$ cat config.mk
export PLATFORM = sky130hd
export DESIGN_NAME = m2_block_scheduler
export DESIGN_NICKNAME = d
export VERILOG_FILES = /design/src/rtl/m2_block_scheduler.sv
export SDC_FILE = /design/constraint.sdc
export NUM_CORES = 1
export LEC_CHECK = 0
export CORE_MARGIN = 10
export CORE_UTILIZATION = 55
export CTS_CLUSTER_DIAMETER = 50
export DETAILED_ROUTE_END_ITERATION = 7
export HOLD_SLACK_MARGIN = 0.05
export PLACE_DENSITY = 0.8
export SLEW_MARGIN = 25
export SYNTH_ARGS = -nofsm -noshare
export SYNTH_HDL_FRONTEND = slang
export SYNTH_SLANG_ARGS = --single-unit
$ cat constraint.sdc
create_clock -name Clock -period 4.24 [get_ports Clock]
set_input_delay 0.848 -clock Clock [delete_from_list [all_inputs] [get_ports Clock]]
set_output_delay 0.848 -clock Clock [all_outputs]
set_load 0.1 [all_outputs]
$ cat src/rtl/m2_block_scheduler.sv
`default_nettype none
// ============================================================================
// Module   : m2_block_scheduler
// Brief    : Milestone 2 IDCT sequencer. Walks 2400 Y/U/V 8x8 blocks and
//            overlaps fetch, compute-T, compute-S and write-back in two phases.
// Revision : 1.0 - initial release
// ============================================================================

module m2_block_addr_gen #(
    parameter int Y_BASE      = 0,
    parameter int U_BASE      = 0,
    parameter int V_BASE      = 0,
    parameter int COL_SHIFT   = 3,
    parameter int Y_STRIDE    = 320,
    parameter int UV_STRIDE   = 160,
    parameter int Y_BLK_COLS  = 40,
    parameter int UV_BLK_COLS = 20,
    parameter int BLK_ROWS    = 30
) (
    input  logic        Clock,
    input  logic        Resetn,
    input  logic        i_advance,
    output logic [17:0] o_addr,
    output logic [8:0]  o_stride
);
    localparam logic [1:0]  c_SEG_Y       = 2'd0;
    localparam logic [1:0]  c_SEG_U       = 2'd1;
    localparam logic [1:0]  c_SEG_V       = 2'd2;
    localparam logic [17:0] c_Y_BASE      = 18'(Y_BASE);
    localparam logic [17:0] c_U_BASE      = 18'(U_BASE);
    localparam logic [17:0] c_V_BASE      = 18'(V_BASE);
    localparam logic [17:0] c_Y_ROW_STEP  = 18'(8 * Y_STRIDE);
    localparam logic [17:0] c_UV_ROW_STEP = 18'(8 * UV_STRIDE);
    localparam logic [5:0]  c_Y_LAST_COL  = 6'(Y_BLK_COLS - 1);
    localparam logic [5:0]  c_UV_LAST_COL = 6'(UV_BLK_COLS - 1);
    localparam logic [4:0]  c_LAST_ROW    = 5'(BLK_ROWS - 1);

    logic [1:0]  r_seg;
    logic [4:0]  r_row;
    logic [5:0]  r_col;
    logic [17:0] r_row_base;

    logic        w_is_y;
    logic [17:0] w_seg_base;
    logic [5:0]  w_last_col;
    logic [17:0] w_row_step;

    always_comb begin
        w_is_y     = (r_seg == c_SEG_Y);
        w_last_col = w_is_y ? c_Y_LAST_COL : c_UV_LAST_COL;
        w_row_step = w_is_y ? c_Y_ROW_STEP : c_UV_ROW_STEP;
        o_stride   = w_is_y ? 9'(Y_STRIDE) : 9'(UV_STRIDE);
        case (r_seg)
            c_SEG_U: w_seg_base = c_U_BASE;
            c_SEG_V: w_seg_base = c_V_BASE;
            default: w_seg_base = c_Y_BASE;
        endcase
        o_addr = w_seg_base + r_row_base + ({12'd0, r_col} << COL_SHIFT);
    end

    // Raster order within a segment; V wraps back to Y so a new frame starts clean.
    always_ff @(posedge Clock or negedge Resetn) begin
        if (!Resetn) begin
            r_seg      <= c_SEG_Y;
            r_row      <= 5'd0;
            r_col      <= 6'd0;
            r_row_base <= 18'd0;
        end else if (i_advance) begin
            if (r_col != w_last_col) begin
                r_col <= r_col + 6'd1;
            end else begin
                r_col <= 6'd0;
                if (r_row != c_LAST_ROW) begin
                    r_row      <= r_row + 5'd1;
                    r_row_base <= r_row_base + w_row_step;
                end else begin
                    r_row      <= 5'd0;
                    r_row_base <= 18'd0;
                    r_seg      <= (r_seg == c_SEG_V) ? c_SEG_Y : r_seg + 2'd1;
                end
            end
        end
    end
endmodule

module m2_block_scheduler #(
    parameter int PRE_Y_BASE  = 76800,
    parameter int PRE_U_BASE  = 153600,
    parameter int PRE_V_BASE  = 192000,
    parameter int POST_Y_BASE = 0,
    parameter int POST_U_BASE = 38400,
    parameter int POST_V_BASE = 57600,
    parameter int Y_BLK_COLS  = 40,
    parameter int UV_BLK_COLS = 20,
    parameter int BLK_ROWS    = 30
) (
    input  logic        Clock,
    input  logic        Resetn,
    input  logic        Enable,
    output logic        Busy,
    output logic        Done,
    output logic        fetch_start,
    output logic [17:0] fetch_addr,
    output logic [8:0]  fetch_stride,
    input  logic        fetch_done,
    output logic        ct_start,
    input  logic        ct_done,
    output logic        cs_start,
    input  logic        cs_done,
    output logic        write_start,
    output logic [17:0] write_addr,
    output logic [8:0]  write_stride,
    input  logic        write_done,
    output logic [11:0] block_count
);
    localparam int         c_TOTAL    = (Y_BLK_COLS + 2 * UV_BLK_COLS) * BLK_ROWS;
    localparam logic [11:0] c_LAST_BLK = 12'(c_TOTAL - 1);

    typedef enum logic [2:0] {
        S_IDLE     = 3'd0,
        S_LI_FETCH = 3'd1,
        S_PH_A     = 3'd2,
        S_PH_B     = 3'd3,
        S_LO_WRITE = 3'd4,
        S_FINISH   = 3'd5
    } state_t;

    state_t      r_state;
    state_t      w_next;

    logic        w_go_fetch;
    logic        w_go_ct;
    logic        w_go_cs;
    logic        w_go_write;
    logic        w_blk_inc;
    logic        w_done_set;
    logic        w_phase_done;

    logic        r_fetch_start;
    logic        r_ct_start;
    logic        r_cs_start;
    logic        r_write_start;
    logic        r_done;
    logic [17:0] r_fetch_addr;
    logic [8:0]  r_fetch_stride;
    logic [17:0] r_write_addr;
    logic [8:0]  r_write_stride;
    logic [11:0] r_blk;

    logic        r_need_fetch;
    logic        r_need_ct;
    logic        r_need_cs;
    logic        r_need_write;
    logic        r_flag_fetch;
    logic        r_flag_ct;
    logic        r_flag_cs;
    logic        r_flag_write;

    logic [17:0] w_f_addr;
    logic [8:0]  w_f_stride;
    logic [17:0] w_w_addr;
    logic [8:0]  w_w_stride;

    m2_block_addr_gen #(
        .Y_BASE      (PRE_Y_BASE),
        .U_BASE      (PRE_U_BASE),
        .V_BASE      (PRE_V_BASE),
        .COL_SHIFT   (3),
        .Y_STRIDE    (Y_BLK_COLS * 8),
        .UV_STRIDE   (UV_BLK_COLS * 8),
        .Y_BLK_COLS  (Y_BLK_COLS),
        .UV_BLK_COLS (UV_BLK_COLS),
        .BLK_ROWS    (BLK_ROWS)
    ) u_fetch_gen (
        .Clock     (Clock),
        .Resetn    (Resetn),
        .i_advance (r_fetch_start),
        .o_addr    (w_f_addr),
        .o_stride  (w_f_stride)
    );

    m2_block_addr_gen #(
        .Y_BASE      (POST_Y_BASE),
        .U_BASE      (POST_U_BASE),
        .V_BASE      (POST_V_BASE),
        .COL_SHIFT   (2),
        .Y_STRIDE    (Y_BLK_COLS * 4),
        .UV_STRIDE   (UV_BLK_COLS * 4),
        .Y_BLK_COLS  (Y_BLK_COLS),
        .UV_BLK_COLS (UV_BLK_COLS),
        .BLK_ROWS    (BLK_ROWS)
    ) u_write_gen (
        .Clock     (Clock),
        .Resetn    (Resetn),
        .i_advance (r_write_start),
        .o_addr    (w_w_addr),
        .o_stride  (w_w_stride)
    );

    assign w_phase_done = (!r_need_fetch || r_flag_fetch) && (!r_need_ct || r_flag_ct) &&
                          (!r_need_cs || r_flag_cs) && (!r_need_write || r_flag_write);

    // Fetch only pairs with compute-T and write only with compute-S, keeping one SRAM user per phase.
    always_comb begin
        w_next     = r_state;
        w_go_fetch = 1'b0;
        w_go_ct    = 1'b0;
        w_go_cs    = 1'b0;
        w_go_write = 1'b0;
        w_blk_inc  = 1'b0;
        w_done_set = 1'b0;
        case (r_state)
            S_IDLE: begin
                if (Enable) begin
                    w_next     = S_LI_FETCH;
                    w_go_fetch = 1'b1;
                end
            end
            S_LI_FETCH: begin
                if (w_phase_done) begin
                    w_next     = S_PH_A;
                    w_go_ct    = 1'b1;
                    w_go_fetch = (r_blk != c_LAST_BLK);
                end
            end
            S_PH_A: begin
                if (w_phase_done) begin
                    w_next     = S_PH_B;
                    w_go_cs    = 1'b1;
                    w_go_write = (r_blk != 12'd0);
                end
            end
            S_PH_B: begin
                if (w_phase_done) begin
                    if (r_blk != c_LAST_BLK) begin
                        w_next     = S_PH_A;
                        w_blk_inc  = 1'b1;
                        w_go_ct    = 1'b1;
                        w_go_fetch = ((r_blk + 12'd1) != c_LAST_BLK);
                    end else begin
                        w_next     = S_LO_WRITE;
                        w_go_write = 1'b1;
                    end
                end
            end
            S_LO_WRITE: begin
                if (w_phase_done) begin
                    w_next     = S_FINISH;
                    w_done_set = 1'b1;
                end
            end
            S_FINISH: w_next = S_IDLE;
            default:  w_next = S_IDLE;
        endcase
    end

    always_ff @(posedge Clock or negedge Resetn) begin
        if (!Resetn) begin
            r_state <= S_IDLE;
        end else begin
            r_state <= w_next;
        end
    end

    always_ff @(posedge Clock or negedge Resetn) begin
        if (!Resetn) begin
            r_fetch_start  <= 1'b0;
            r_ct_start     <= 1'b0;
            r_cs_start     <= 1'b0;
            r_write_start  <= 1'b0;
            r_done         <= 1'b0;
            r_fetch_addr   <= 18'd0;
            r_fetch_stride <= 9'd0;
            r_write_addr   <= 18'd0;
            r_write_stride <= 9'd0;
            r_blk          <= 12'd0;
            r_need_fetch   <= 1'b0;
            r_need_ct      <= 1'b0;
            r_need_cs      <= 1'b0;
            r_need_write   <= 1'b0;
            r_flag_fetch   <= 1'b0;
            r_flag_ct      <= 1'b0;
            r_flag_cs      <= 1'b0;
            r_flag_write   <= 1'b0;
        end else begin
            r_fetch_start <= w_go_fetch;
            r_ct_start    <= w_go_ct;
            r_cs_start    <= w_go_cs;
            r_write_start <= w_go_write;
            r_done        <= w_done_set;
            if (w_go_fetch) begin
                r_fetch_addr   <= w_f_addr;
                r_fetch_stride <= w_f_stride;
            end
            if (w_go_write) begin
                r_write_addr   <= w_w_addr;
                r_write_stride <= w_w_stride;
            end
            if (r_state == S_IDLE && Enable) begin
                r_blk <= 12'd0;
            end else if (w_blk_inc) begin
                r_blk <= r_blk + 12'd1;
            end
            // Done pulses in the start cycle belong to a previous job and are dropped.
            if (w_next != r_state) begin
                r_need_fetch <= w_go_fetch;
                r_need_ct    <= w_go_ct;
                r_need_cs    <= w_go_cs;
                r_need_write <= w_go_write;
                r_flag_fetch <= 1'b0;
                r_flag_ct    <= 1'b0;
                r_flag_cs    <= 1'b0;
                r_flag_write <= 1'b0;
            end else begin
                if (!r_fetch_start && fetch_done) r_flag_fetch <= 1'b1;
                if (!r_ct_start && ct_done)       r_flag_ct    <= 1'b1;
                if (!r_cs_start && cs_done)       r_flag_cs    <= 1'b1;
                if (!r_write_start && write_done) r_flag_write <= 1'b1;
            end
        end
    end

    assign Busy         = (r_state != S_IDLE);
    assign Done         = r_done;
    assign fetch_start  = r_fetch_start;
    assign fetch_addr   = r_fetch_addr;
    assign fetch_stride = r_fetch_stride;
    assign ct_start     = r_ct_start;
    assign cs_start     = r_cs_start;
    assign write_start  = r_write_start;
    assign write_addr   = r_write_addr;
    assign write_stride = r_write_stride;
    assign block_count  = r_blk;
endmodule

`default_nettype wire

==> results of run 1 <==
[sequential cells by signal, summed over array words and instances (netlist names), 2 cells and up]
signal / flops
write_addr: 16
u_fetch_gen.r_row_base: 10
write_stride: 2
u_fetch_gen.r_seg: 2
u_fetch_gen.r_row: 5
u_write_gen.r_row: 5
u_write_gen.r_seg: 2
fetch_stride: 2
u_fetch_gen.r_col: 6
u_write_gen.r_row_base: 11
block_count: 12
r_state: 3
fetch_addr: 15
u_write_gen.r_col: 6
[per-layer routing]
layer / track usage [%] / wire, um / share of wire (%) / up-vias
li1: - / - / - / 2258
met1: 20.4 / 5600 / 44 / 2250
met2: 28.2 / 6430 / 50 / 95
met3: 5.62 / 659 / 5.1 / 12
met4: 4.20 / 130 / 1.0 / 0
met5: 0 / 0 / 0 / -
[final timing paths]
path	from	slack (ns)	to
setup / recovery	r_state[0]	1.07	Busy
hold / removal	Resetn	0.48	write_addr[5]
hold reg to reg	write_addr[16]	0.49	write_addr[16]
max in group asynchronous	Resetn	3.07	fetch_addr[13]
setup reg to reg	block_count[1]	1.32	block_count[10]
min in group Clock	write_addr[16]	0.49	write_addr[16]
[synthesized netlist by cell type, types with 2 or more instances]
master       n  area, sq um
fa_1         2         40.0
buf_4       20          150
o31ai_1      7         52.6
a211oi_1     3         22.5
o21ai_0     65          325
buf_2        4         20.0
ha_1        39          488
and4_1       3         26.3
a21oi_1     25          125
o22ai_1      2         12.5
nor3_1      10         50.1
mux2_2      24          270
xnor2_1     22          193
nand4b_1     2         17.5
a21o_1       9         67.6
a211o_1      3         26.3
nand2_1     68          255
nor2b_1      6         37.5
and3_1       6         37.5
inv_1       28          105
nand3_1     19         95.1
clkbuf_1    14         52.6
o2111ai_1    3         26.3
mux2i_1      2         20.0
nand2b_1     7         43.8
dfrtp_1    110         2750
a31oi_1      6         37.5
or3_1        8         50.1
or4_1        3         22.5
xor2_1      17          149
nand4_1     17          106
nor2_1      40          150
a31o_2       2         17.5
o211ai_1     2         15.0
nor4_1       2         12.5
[per-stage QoR]
stage / cell area (sq um) / util, % / hold slack (ns)
after floorplan: 6120 / - / 0.454
after global placement: 6740 / 62.1 / 0.471
after detailed placement: 6740 / 62.1 / 0.477
after CTS: 6920 / 63.8 / 0.501
after global routing: 6920 / 63.9 / 0.514
final: 6920 / 63.9 / 0.480
[cell families (layout without fill, tap and decap cells)]
group	after synthesis	after routing	synth area share [%]
AND/OR/NAND/NOR	199	199	16.1
AO/OA/AOI/OAI	137	137	13.7
flip-flops	110	110	45.4
buffers and inverters	66	112	5.40
adder cells (fa/ha/maj)	42	42	8.87
XOR/XNOR	39	39	5.63
multiplexers	26	26	4.79
other	1	15	0.0618
[area by class of cell]
class                   instances  area, sq um  area share [%]
repair buffers                 68          669            9.67
inverters                      28          105            1.52
clock buffers                  10          128            1.84
clock inverters                 6         53.8           0.777
multi-input cells             458         3040            43.9
flip-flops and latches        110         2750            39.8
well taps                     140          175            2.53
[power breakdown]
group	switching, W	internal (W)	leakage [nW]
clock	0.000377	0.000224	0.0894
combinational	0.00118	0.000454	1.60
sequential	0.000202	0.00122	1.45
==> impl_metrics.yaml, run 1 <==
status:
  status: "completed"
global_routing:
  antenna_found_initial: 0
  grt_max_degree: 83
  grt.overflow.total: 0
  grt_pass1_vias: 4690
  grt_first_pass_wirelength_mm: 22.4
  grt_usage_pct: 16.8
synthesis:
  yosysWarnings: 0
  synth.distinct_cells: 55
  synth_area_sq_um: 6070
  syn_avg_cell_area_sq_um: 9.78
  synth-main-ff-cell: "dfrtp_1"
  seq_area_frac_synth_pct: 45.4
  synth_edf_count: 0
  ys_seq_elements: 110
  ys_async_sr_fraction_pct: 100
  netlist_instances: 620
place:
  portBuffers: 63
  gp_congestion: 0.827
  pre_cts_ws_ns: 1.34
  dp_hpwl_mm: 9.50
  placed_cells: 804
power:
  vdd_drop_max_v: 0.000396
  p_per_area_nw_per_um2: 529
  p_leak_nw: 3.13
  total_power_w: 0.00366
route:
  vias: 4615
  avgViaCountPerCell: 5.63
  post_drt_wl_per_cell_um: 15.6
  remaining_drc_errors: 0
  postRouteAntennaNets: 0
  drtPass1Iterations: 5
  drt_wl_total_mm: 12.8
  drt_iter0_markers: 328
layout:
  drive_gt1_share_pct: 7.79
  final_common_cell: "dfrtp_1"
  fin_nets: 723
  antenna_cells: 0
  syn2layout_area_growth_pct: 14.1
  fin_cells: 820
  fill_cells: 908
  final_cell_mix: "dfrtp_1, nand2_1, o21ai_0, clkdlybuf4s50_1, nor2_1"
timing:
  finalHoldViolations: 0
  finalCriticalPeriod_ns: 3.17
  clock.fmax_ghz: 0.315
  tightestPinTransition_ns: 1.00
  fin_skew_ns: 0.00870
  slew_viol_final: 0
  grt_setup_unrepaired: "no"
  worst_slack_ns: 1.07
  fin_tns_setup_ns: 0
  finalSetupViolCount: 0
  slew-limit-headroom_pct: 32.9
  period_share_pct: 74.9
clock_tree:
  cts_tree: "yes"
  clk_latency_ns: 0.39
  cts.path.max_buffers: 2
  hold_buffers: 0
  cts_resized: 0
  root_buffer: "clkbuf_8"
  cts_setup_buffers: 0
  cts_sinks: 110
  clkTransAtPathRegs_ns: 0.10
  h-tree-depth: 3
  cts_buffers: 9
worst_setup_path:
  slowest_stage: "clkdlybuf4s50_1"
  ff2ff_path_depth: 7
  criticalPathCategory: "register to output pin"
  critical_path_buf_inv_count: 1
  cp_max_fo: 13
  critPathCaptureType: "output pin"
  cp.required_ns: 3.39
  path_cells: "or3_1 -> clkdlybuf4s50_1"
  crit_family: "buffers and inverters"
  critPathLaunchType: "register"
  cpPeakStageDelay_ns: 0.98
  crit_cells: 2
  arrival_ns: 2.33
die:
  die_h_um: 125
  num_io_pins: 79
  start_util_pct: 56.0
  die_area_sq_um: 15600
  core-area_sq_um: 10800
  core.rowCount: 38
  chipWidth_um: 125
run:
  drv_cap: 0
worst_hold_path:
  hold_path_class: "input port to async pin"
Power figures use the tool's default switching activity.
==> run 2, diff against run 1 <==
Settings changed: CORE_UTILIZATION 55 to 50, PLACE_DENSITY 0.8 to 0.76.
Clock period 4.24 ns to 2.7 ns, I/O delays scaled along.
==> run 2 against run 1 <==
Against the previous run: clock skew about the same; sequential power increased by 55%; hold slack improved by 0.012 ns; die area increased by 8.4%; design area increased by 1.7%; critical endpoint is now write_addr[10]; largest cell class unchanged; largest power group unchanged; highest routed layer unchanged.
==> impl_metrics.yaml, run 2 (synthesis gave the netlist of run 1 again) <==
status:
  status: "completed"
place:
  gp_congestion: 0.849
  portBuffers: 63
  dp_hpwl_mm: 9.61
  pre_cts_ws_ns: 0.0530
global_routing:
  antenna_found_initial: 0
  grt_usage_pct: 16.0
  grt_pass1_vias: 4667
  grt_first_pass_wirelength_mm: 22.3
  grt_max_degree: 72
  grt.overflow.total: 0
layout:
  antenna_cells: 0
  final_cell_mix: "dfrtp_1, buf_4, nand2_1, o21ai_0, nor2_1"
  largest_reg_flops: 16
  area.sequential_sq_um: 2760
  multi_input_area_sq_um: 3040
  final_common_cell: "dfrtp_1"
  syn2layout_area_growth_pct: 16.0
  drive_gt1_share_pct: 19.0
  fin_nets: 734
  fill_cells: 1004
die:
  core-area_sq_um: 12000
  chipWidth_um: 130
  start_util_pct: 50.7
  core.rowCount: 40
  die_area_sq_um: 16900
  die_h_um: 130
  num_io_pins: 79
worst_setup_path:
  path_cells: "ha_1 -> and4_1 -> nand4_1 -> a2111o_2 -> buf_4 -> o31ai_1"
  cp.required_ns: 2.95
  arrival_ns: 2.81
  cpPeakStageDelay_ns: 0.65
  slowest_stage: "a2111o_2"
  critPathCaptureType: "register"
  criticalPathCategory: "register to register"
  crit_family: "compound AO/OA/AOI/OAI gates"
  cp_max_fo: 25
  critPathLaunchType: "register"
  critical_path_buf_inv_count: 1
power:
  vdd_drop_max_v: 0.000552
  p_leak_nw: 3.32
  p_per_area_nw_per_um2: 883
clock_tree:
  clkTransAtPathRegs_ns: 0.07
  clk_latency_ns: 0.36
  cts_buffers: 9
  cts_setup_buffers: 0
  cts_tree: "yes"
  cts.path.max_buffers: 2
  root_buffer: "clkbuf_16"
  h-tree-depth: 3
  cts_sinks: 110
timing:
  clock.fmax_ghz: 0.391
  finalCriticalPeriod_ns: 2.56
  grt_setup_unrepaired: "no"
  slew_viol_final: 0
  fin_tns_setup_ns: 0
  finalSetupViolCount: 0
  tightestPinTransition_ns: 0.521
  hold_ws_ns: 0.491
  fin_skew_ns: 0.00865
  finalHoldViolations: 0
  worst_slack_ns: 0.141
  period_share_pct: 94.8
  slew-limit-headroom_pct: 65.1
route:
  post_drt_wl_per_cell_um: 15.6
  vias: 4694
  drt_wl_total_mm: 13.0
  postRouteAntennaNets: 0
  drtPass1Iterations: 4
  avgViaCountPerCell: 5.60
  remaining_drc_errors: 0
  drt_iter0_markers: 355
run:
  drv_cap: 0
worst_hold_path:
  hold_path_class: "register to register"
[run 2: changes by cell type in the layout (fill, tap and decap cells not counted), sizes merged]
cell,change
buf,+67
clkdlybuf4s50,-57
bufinv,+2
inv,-2
clkbuf,+1
clkinv,-1
dlygate4sd3,+1
[run 2: path summary, 6_finish.rpt]
path | from | end | slack [ns] | depth (start not counted)
max | block_count[0] | write_addr[10] | 0.14 | 6
min | r_flag_ct | r_flag_ct | 0.49 | 2
max reg2reg | block_count[0] | write_addr[10] | 0.14 | 6
min reg2reg | r_flag_ct | r_flag_ct | 0.49 | 2
max in group asynchronous | Resetn | write_addr[11] | 1.52 | 3
min in group asynchronous | Resetn | fetch_addr[11] | 0.55 | 2
[run 2: what timing repair did]
item	4_1_cts	5_1_grt
hold buffers	1	0
hold endpoints to repair	7	0
resized for setup	0	2
setup endpoints to repair	0	2
[run 2: layout make-up]
type                            count  area share, %
Clock buffer                       11           3.45
Tap cell                          147           2.61
Inverter                           28           1.49
Clock inverter                      5           1.16
Timing Repair Buffer               79           8.82
Sequential cell                   110           39.3
Multi-Input combinational cell    458           43.2
[run 2: per-layer routing]
metal / wire length [um] / track usage [%] / part of all wire [%]
met1: 5740 / 19.9 / 44
met2: 6560 / 27.2 / 50
met3: 512 / 2.92 / 3.9
met4: 221 / 6.22 / 1.7
met5: 0 / 0 / 0
[run 2: stage by stage]
stage | total power, W | cells | util, % | area [sq um]
final | 0.00621 | 838 | 58.8 | 7040
after global routing | 0.00655 | 838 | 58.8 | 7040
after CTS | 0.00627 | 838 | 58.8 | 7040
after detailed placement | 0.00482 | 821 | 56.0 | 6700
after global placement | 0.00476 | 821 | 56.0 | 6700
after floorplan | 0.00429 | 634 | - | 6130
[run 2: power by group]
group          internal (W)  switching (W)
clock network      0.000841       0.000610
registers           0.00193       0.000289
logic              0.000700        0.00184
[run 2: tightest hold or removal path, cell delays in order (launching register included)]
cell and delay (ns):
dfrtp_1 0.34, a21oi_1 0.04, nor2_1 0.07
